**config.mk**
```make
export PLATFORM = sky130hd
export DESIGN_NAME = gray_seq_arbiter
export DESIGN_NICKNAME = d
export VERILOG_FILES = /design/src/rtl/gray_seq_arbiter.sv
export SDC_FILE = /design/constraint.sdc
export NUM_CORES = 1
export LEC_CHECK = 0
export CAP_MARGIN = 40
export CORE_MARGIN = 2
export CORE_UTILIZATION = 35
export CTS_CLUSTER_SIZE = 10
export DETAILED_ROUTE_END_ITERATION = 6
export MAX_ROUTING_LAYER = met4
export PLACE_DENSITY = 0.7
export SETUP_SLACK_MARGIN = 0.05
export SLEW_MARGIN = 15
export SYNTH_ARGS = -nofsm -noshare
export SYNTH_HDL_FRONTEND = slang
export SYNTH_SLANG_ARGS = --single-unit
```
**constraint.sdc**
```tcl
create_clock -name clk -period 7.25 [get_ports clk]
set_input_delay 0.725 -clock clk [delete_from_list [all_inputs] [get_ports clk]]
set_output_delay 0.725 -clock clk [all_outputs]
set_load 0.02 [all_outputs]
```
**src/rtl/gray_seq_arbiter.sv**
```systemverilog
// Round-robin arbiter in front of a shared Gray-code burst generator.
// Each granted requester receives LEN beats of gray(0..LEN-1) with valid/last and a done pulse.
module gray_seq_arbiter #(
  parameter int CBITS = 16,
  parameter int NREQ  = 4
) (
  input  logic                    clk,
  input  logic                    rst,
  input  logic [NREQ-1:0]         req,
  input  logic [NREQ*CBITS-1:0]   len_in,
  input  logic                    pause,
  output logic [NREQ-1:0]         grant,
  output logic [CBITS-1:0]        gray_out,
  output logic                    gray_vld,
  output logic                    gray_last,
  output logic [NREQ-1:0]         done,
  output logic                    busy
);

  localparam int PW = $clog2(NREQ);
  localparam logic [PW:0] NREQ_W = (PW+1)'(NREQ);

  typedef enum logic {IDLE, RUN} state_e;

  state_e            state_q, state_d;
  logic [PW-1:0]     ptr_q, ptr_d;
  logic [PW-1:0]     owner_q, owner_d;
  logic [CBITS-1:0]  cnt_q, cnt_d;
  logic [CBITS-1:0]  len_q, len_d;
  logic [NREQ-1:0]   grant_q, grant_d;
  logic [CBITS-1:0]  gray_q, gray_d;
  logic              vld_q, vld_d;
  logic              last_q, last_d;
  logic [NREQ-1:0]   done_q, done_d;

  logic [CBITS-1:0]  len_arr [NREQ];
  logic              found;
  logic [PW-1:0]     win;

  function automatic logic [PW-1:0] next_idx(input logic [PW-1:0] i);
    if (int'(i) == NREQ - 1) return '0;
    return i + PW'(1);
  endfunction

  for (genvar g = 0; g < NREQ; g++) begin : g_len
    assign len_arr[g] = len_in[g*CBITS +: CBITS];
  end

  // Round-robin search: first set req bit at or after ptr, wrapping modulo NREQ.
  always_comb begin
    logic [PW:0] sum;
    found = 1'b0;
    win   = ptr_q;
    sum   = '0;
    for (int i = 0; i < NREQ; i++) begin
      sum = {1'b0, ptr_q} + (PW+1)'(i);
      if (sum >= NREQ_W) sum = sum - NREQ_W;
      if (!found && req[sum[PW-1:0]]) begin
        found = 1'b1;
        win   = sum[PW-1:0];
      end
    end
  end

  // NOTE: every signal gets its hold/default value first so no path leaves it unassigned (no latches).
  always_comb begin
    state_d = state_q;
    ptr_d   = ptr_q;
    owner_d = owner_q;
    cnt_d   = cnt_q;
    len_d   = len_q;
    grant_d = grant_q;
    gray_d  = gray_q;
    vld_d   = 1'b0;
    last_d  = 1'b0;
    done_d  = '0;

    unique case (state_q)
      IDLE: begin
        if (found) begin
          if (len_arr[win] != '0) begin
            grant_d      = '0;
            grant_d[win] = 1'b1;
            len_d        = len_arr[win];
            cnt_d        = '0;
            owner_d      = win;
            state_d      = RUN;
          end else begin
            // Zero-length request is acknowledged without a grant or any beats.
            done_d[win] = 1'b1;
            ptr_d       = next_idx(win);
          end
        end
      end
      RUN: begin
        if (!pause) begin
          gray_d = cnt_q ^ (cnt_q >> 1);
          vld_d  = 1'b1;
          cnt_d  = cnt_q + CBITS'(1);
          if (cnt_q == len_q - CBITS'(1)) begin
            last_d          = 1'b1;
            done_d[owner_q] = 1'b1;
            grant_d         = '0;
            ptr_d           = next_idx(owner_q);
            state_d         = IDLE;
          end
        end
      end
      default: state_d = IDLE;
    endcase
  end

  // NOTE: state updates use non-blocking assignments so every flop samples pre-edge values.
  // NOTE: all registers, including the datapath, are reset so a mid-burst reset leaves no stale outputs.
  always_ff @(posedge clk or posedge rst) begin
    if (rst) begin
      state_q <= IDLE;
      ptr_q   <= '0;
      owner_q <= '0;
      cnt_q   <= '0;
      len_q   <= '0;
      grant_q <= '0;
      gray_q  <= '0;
      vld_q   <= 1'b0;
      last_q  <= 1'b0;
      done_q  <= '0;
    end else begin
      state_q <= state_d;
      ptr_q   <= ptr_d;
      owner_q <= owner_d;
      cnt_q   <= cnt_d;
      len_q   <= len_d;
      grant_q <= grant_d;
      gray_q  <= gray_d;
      vld_q   <= vld_d;
      last_q  <= last_d;
      done_q  <= done_d;
    end
  end

  assign grant     = grant_q;
  assign gray_out  = gray_q;
  assign gray_vld  = vld_q;
  assign gray_last = last_q;
  assign done      = done_q;
  assign busy      = (state_q == RUN);

endmodule

```
# ---- After elaboration in Yosys (flattened, before gate mapping)
# Cells that the tools add are included.
dict set report word_totals {
  register_bits 63
  inputBits 71
  wordCells 128
}
dict set report classes {
  addsub 11
  magnitude_cmp 13
  eq_ne 8
  muxes 68
  n_bitwise 4
  reduce_logical 14
}
# op count
set op_table {}
lappend op_table {{two-way mux 16 bit} 5}
lappend op_table {{binary-select mux 16 bit (select 2 bit)} 1}
lappend op_table {{two-way mux 2 bit} 16}
lappend op_table {{two-way mux 4 bit} 8}
lappend op_table {{one-hot mux 16 bit (2 select lines)} 1}
lappend op_table {{two-way mux 1 bit} 27}
lappend op_table {{less-than comparator 2 x 3 -> 1 bit (second input constant)} 6}
lappend op_table {{adder 16 x 1 -> 16 bit (second input constant)} 1}
lappend op_table {{equality test 16 bit} 1}
lappend op_table {{one-hot mux 4 bit (2 select lines)} 2}
lappend op_table {{nonzero test 16 bit} 1}
lappend op_table {{subtractor 16 x 1 -> 16 bit (second input constant)} 1}
lappend op_table {{XOR 16 x 15 -> 16 bit} 1}
lappend op_table {{>= comparator 3 bit (second input constant)} 4}
lappend op_table {{binary-select mux 1 bit (select 2 bit)} 4}
lappend op_table {{inequality test 2 bit (second input constant)} 4}
lappend op_table {{AND reduction 4 bit} 2}
lappend op_table {{subtractor 2 x 1 -> 2 bit (second input constant)} 4}
lappend op_table {{adder 2 x 2 -> 3 bit (second input constant)} 2}
lappend op_table {{AND reduction 3 bit} 2}
lappend op_table {{logical AND 1 bit} 5}
lappend op_table {{adder 2 x 1 -> 2 bit (second input constant)} 2}
lappend op_table {{demux 1 bit (select 2 bit)} 2}
lappend op_table {{equality test 2 x 1 -> 1 bit (second input constant)} 2}
lappend op_table {{10 further kinds} 14}

# ---- Depth between registers and ports, before layout
dict set report depth {
  word_depth 26
  mapped_depth 14
}

# ---- Worst setup path after synthesis
# No wires, ideal clock.
dict set report synth_path {
  path_kind {in2reg}
  from {input req[0]}
  to {register len_q[0]}
  arrival_time_ns 3.051
  required_ns 7.125
  path_slack_ns 4.074
  cell_stages 10
  n_path_buf 2
  path_cell_list {nor2b_1 or4_1 nand2_1 buf_4 a32oi_1 nor4_1 nand4_1 o21ai_2 buf_2 mux2_2}
}
dict set report synth_between {
  elab_chain_len 18
  elab_cells_between_ends 28
  cone_classes {mux (19); bitwise (1); reduce/logical (8)}
}
# element line_no
set synth_lines {}
lappend synth_lines {{start: declaration} 9} ;# input logic [NREQ-1:0] req,
lappend synth_lines {{binary-select mux 1 bit (select 2 bit)} 58} ;# if (!found && req[sum[PW-1:0]]) begin
lappend synth_lines {{two-way mux 1 bit (implied by the code)} 58}
lappend synth_lines {{two-way mux 1 bit} 58}
lappend synth_lines {{logical NOT 1 bit} 58}
lappend synth_lines {{logical AND 1 bit} 58}
lappend synth_lines {{two-way mux 1 bit} 58}
lappend synth_lines {{logical NOT 1 bit} 58}
lappend synth_lines {{logical AND 1 bit} 58}
lappend synth_lines {{two-way mux 1 bit} 58}
lappend synth_lines {{logical NOT 1 bit} 58}
lappend synth_lines {{logical AND 1 bit} 58}
lappend synth_lines {{two-way mux 2 bit} 58}
lappend synth_lines {{inverter 2 -> 3 bit (implied by the code)} {81, 84}}
lappend synth_lines {{binary-select mux 16 bit (select 2 bit)} {81, 84}}
lappend synth_lines {{two-way mux 16 bit (implied by the code) (2 in a row)} {81, 84}}
lappend synth_lines {{nonzero test 16 bit} 81} ;# if (len_arr[win] != '0) begin
lappend synth_lines {{AND reduction 3 bit (no source line)} --}
lappend synth_lines {{end signal: assignment} 132} ;# len_q <= len_d;
lappend synth_lines {{end: declaration} 29} ;# logic [CBITS-1:0] len_q, len_d;
# Several ways; a longest one is shown, not always the timed one. The select of a mux whose other input is x is not followed.
# A chain may end at the register's enable or synchronous reset.

# ---- Worst setup path in the final report
dict set report layout_path {
  from {input req[2]}
  to {register cnt_q[0]}
}
dict set report layout_between {
  elab_chain_len 19
  elab_cells_between_ends 30
  cone_classes {eq/ne (2); mux (19); bitwise (1); reduce/logical (8)}
}
# element line_no
set layout_lines {}
lappend layout_lines {{binary-select mux 1 bit (select 2 bit)} 58}
lappend layout_lines {{two-way mux 1 bit (implied by the code)} 58}
lappend layout_lines {{two-way mux 1 bit} 58}
lappend layout_lines {{logical NOT 1 bit} 58}
lappend layout_lines {{logical AND 1 bit} 58}
lappend layout_lines {{two-way mux 1 bit} 58}
lappend layout_lines {{logical NOT 1 bit} 58}
lappend layout_lines {{logical AND 1 bit} 58}
lappend layout_lines {{[2 not listed]} --}
lappend layout_lines {{logical AND 1 bit} 58}
lappend layout_lines {{two-way mux 2 bit} 58}
lappend layout_lines {{inverter 2 -> 3 bit (implied by the code)} 81}
lappend layout_lines {{binary-select mux 16 bit (select 2 bit)} 81}
lappend layout_lines {{two-way mux 16 bit (implied by the code) (2 in a row)} 81}
lappend layout_lines {{nonzero test 16 bit} 81}
lappend layout_lines {{inequality test 2 bit (no source line)} --}
lappend layout_lines {{AND reduction 3 bit (no source line) (*)} --}
lappend layout_lines {{end signal: assignment} 131} ;# cnt_q <= cnt_d;
lappend layout_lines {{end: declaration} 28} ;# logic [CBITS-1:0] cnt_q, cnt_d;
# Mark *: on every way between the ends. The rest lies on a longest branch, timed or not. The select of a mux whose other input is x is not followed.

==> metrics.md <==
| Metric | Value |
|---|---|
| Area share of the largest cell type after synthesis | 39.49% |
| P_leak | approximately 2.5 nW |
| Clk slew on worst S/H paths | around 60 ps |
| Fill count | ~1000 |
| CP max-delay cell | and2_1 |
| Post-synth net total | ~540 |
| I/O pin cnt | 98 |
| Initial core utilization | 35.42% |
| Die Area | between 10000 and 15000 sq um |
| Status | finished clean |
| Max_cap viols | 0 |
| Hold path depth | 2 |
| R2R setup slack | 3470 ps |
| Vias per cell | ~5.2 |
| Worst r2r dst | cnt_q[0] |
| Die Wd | approximately 110 um |
| 1st-pass router iterations | 4 |
| Crit-path cells | clkdlybuf4s50_1 > nor2b_1 > o21ai_1 > o211ai_2 > buf_4 > inv_2 > a21oi_1 > a32oi_1 > nor4_1 > nand4_1 > o21ai_2 > buf_4 > and2_1 > mux2_2 |
| Clk sinks | 63 |
| Most instantiated cells after synthesis | 110 x nand2_1, 63 x dfrtp_1, 23 x ha_1, 20 x a21oi_1, 19 x nor3_1 |
| Global-route wire length before repair | about 17000 um |
| Synth Register Bits | between 60 and 70 |
| Vias in the first global route | 3568 |
| R2r worst-path depth | 11 |
| DRC violations left | 0 |
| H-tree Lvls | 3 |
| Max incr delay on CP | 560 ps |
| Top_reg_cell synth | dfrtp_1 |
| RSZ-0062 raised after global routing | no |
| PortBufs | 97 |
| Starting DRC count in detailed routing | around 180 |
| N_diodes | 0 |
| Fin util | approximately half |
| Least-Margin Pin Slew | between 800 and 900 ps |
| CTS tree | done |
| Final setup violation count | 0 |
| Hold path startpoint | gray_out[4] |
| Final Hold Viols | 0 |
| Placed Area | around 5100 sq um |
| Post-cts sizing count | 0 |
| Slew Viols, Final | 0 |
| Total negative slack | 0 ps |
| Cell row count | 39 |
| Crit end category | flop |
| Die H | roughly 110 um |
| Hpwl dp | 7554 um |
| Worst Hold Slack | approximately 470 ps |
| Area of the multi-input gates | approximately 2200 sq um |
| Family with the most delay on the worst path | buffers and inverters |
| FMAX | roughly 230 MHz |
| Vias | 3601 |
| Cell taking the most area after synthesis | dfrtp_1 |
| WHS Endpoint | gray_out[4] |
| Final non-filler cell total | a little under 700 |
| Gr usage total | around 17% |
| CTS buffer count | 9 |
| Final min period | roughly 4300 ps |
| Placed Cells incl. Taps | 670 |
| Grt ovf | 0 |
| Sequential Area | approximately 1600 sq um |
| CP dominant cell by count | buf_4 |
| Total Wirelength | about 10000 um |
| CTS root buffer | clkbuf_16 |
| Worst setup skew after layout | 9.634 ps |
| Fin crit share | around three fifths |
| Worst r2r src | ptr_q[1] |
| Pwr per Cell Area | 231.7 nW/um^2 |
| Drt wl/cell | 14.51 um |
| Fin nets | approximately 630 |
| # hold bufs at CTS | 0 |
| Max clock buf depth | 2 |
| Area Overhead vs Synth | 35.66% |
| Arr. time, crit path | between 4000 and 5000 ps |
| Post-synthesis cell count | around 450 |
| Post-synthesis async set-or-reset flop share | 100.0% |
| CP Buf/Inv Count | 4 |
| Mapped Area | 3993 sq um |
| VDD IR max | 130.1 uV |
| Post-CTS setup repair buffer count | 0 |
| Remaining antenna violation count | 0 |
| Slew HR | 44.21% |
| Worst-Skew Late Latency | between 300 and 400 ps |
| Post-synth EDFFs | 0 |
| Layout cells sized above 1 | under 10% |
| Startpoint Class | input pin |
| Synth cell types | 54 |
| Worst Hold Class | flop to flop |
| GP Congestion | ~0.84 |
| Most common cell in the synthesized netlist | nand2_1 |
| Top cells by area, synth | dfrtp_1 39%, nand2_1 10%, ha_1 7.2% |
| Initial antenna violation count | 0 |
| Register area share after synthesis | about two fifths |
| Ys Warns | 0 |
| Largest net degree at the start of global routing | 64 |
| Finished Cell Area | ~5400 sq um |
| Area of the core | between 10000 and 15000 sq um |
| Req. time, crit path | between 7000 and 8000 ps |
| Syn avg cell area | 8.912 sq um |
| Max FO, Critical Path | 37 |
| Crit Path Class | input pin to flop |
cell usage in the layout, fill, tap and decap left out, types with 2 or more instances in the layout:
cell               n
nor4_1             5
clkinv_2           2
nand3b_1           7
nand2_1          110
mux2_1             6
a21oi_1           20
xor2_1            11
a32o_1             4
a32oi_1           12
o31ai_1            3
clkdlybuf4s50_1   97
nor2b_1            3
nand3_1            7
and3_1            13
xnor2_1           12
clkbuf_8           2
and2_1             2
inv_1             14
nand4_1            7
nor2_1            11
dfrtp_1           63
nor3_1            19
a211o_1           13
a31oi_1            3
mux2i_1            2
inv_2              2
or4_1              2
a22o_1             6
buf_4              4
mux2_2             8
clkbuf_16          9
ha_1              23
o21ai_1            6
o21ai_0           10
nor3b_1            2
report_power, final:
part           internal, mW  switching, mW  leakage, nW
registers             0.407         0.0719        0.815
clock network         0.284          0.153        0.152
logic                 0.177          0.164         1.55
total                 0.867          0.388         2.52
worst register-to-register path: cells and delay by family, from the launching register on:
family | cells | cell delay (ps)
AND/OR/NAND/NOR | 6 | 2170
buffers and inverters | 2 | 560
flip-flops | 1 | 440
AO/OA/AOI/OAI | 2 | 280
multiplexers | 1 | 270
layer usage:
metal,GRT usage (%),wire (um),vias to the layer above,part of all wire [%]
met2,29.33,5057,88,51
li1,-,-,1779,-
met3,3.062,284,29,2.8
met4,6.917,306,0,3.1
met1,19.18,4323,1705,43
met5,-,0,-,0
through the flow:
stage	setup slack (ps)	power [mW]
5_1_grt	2521	1.328
6_report	2927	1.255
3_3_place_gp	2425	0.8168
4_1_cts	2911	1.266
3_5_place_dp	2586	0.8263
2_1_floorplan	4074	0.6947
final cells by class:
| type | instances | share of cell area (%) |
|---|---|---|
| timing repair buffer | 103 | 19.27 |
| multi-input combinational | 346 | 41.51 |
| clock buffer | 11 | 4.666 |
| sequential | 63 | 29.11 |
| clock inverter | 5 | 1.040 |
| inverter | 16 | 1.109 |
| tap | 143 | 3.303 |
kinds of logic (layout without fill, tap and decap cells):
group                    Yosys count  in the layout  share of synthesized area [%]
flip-flops                        63             63                          39.49
adder cells (fa/ha/maj)           23             23                          7.208
AND/OR/NAND/NOR                  199            199                          24.29
XOR/XNOR                          23             23                          5.045
multiplexers                      17             17                          4.826
AO/OA/AOI/OAI                     84             84                          14.95
buffers and inverters             39            135                          4.199
how the worst max path moves through the flow:
| stage | slack, ps | from | cells past startpoint | endpoint |
|---|---|---|---|---|
| CTS | 2910 | req[2] | 14 | cnt_q[0] |
| floorplan | 4070 | req[0] | 10 | len_q[0] |
| finish | 2930 | req[2] | 14 | cnt_q[0] |
| global placement | 2430 | req[0] | 11 | cnt_q[0] |
| global route | 2520 | req[2] | 14 | cnt_q[0] |
| detailed placement | 2590 | req[2] | 14 | cnt_q[0] |
sequential cells by signal, summed over array words and instances (netlist names):
signal	count
cnt_q	16
gray_out	16
ptr_q	2
owner_q	2
len_q	16
gray_last	1
done	4
grant	4
gray_vld	1
busy	1
No activity file was read; power rests on OpenSTA's default activity.
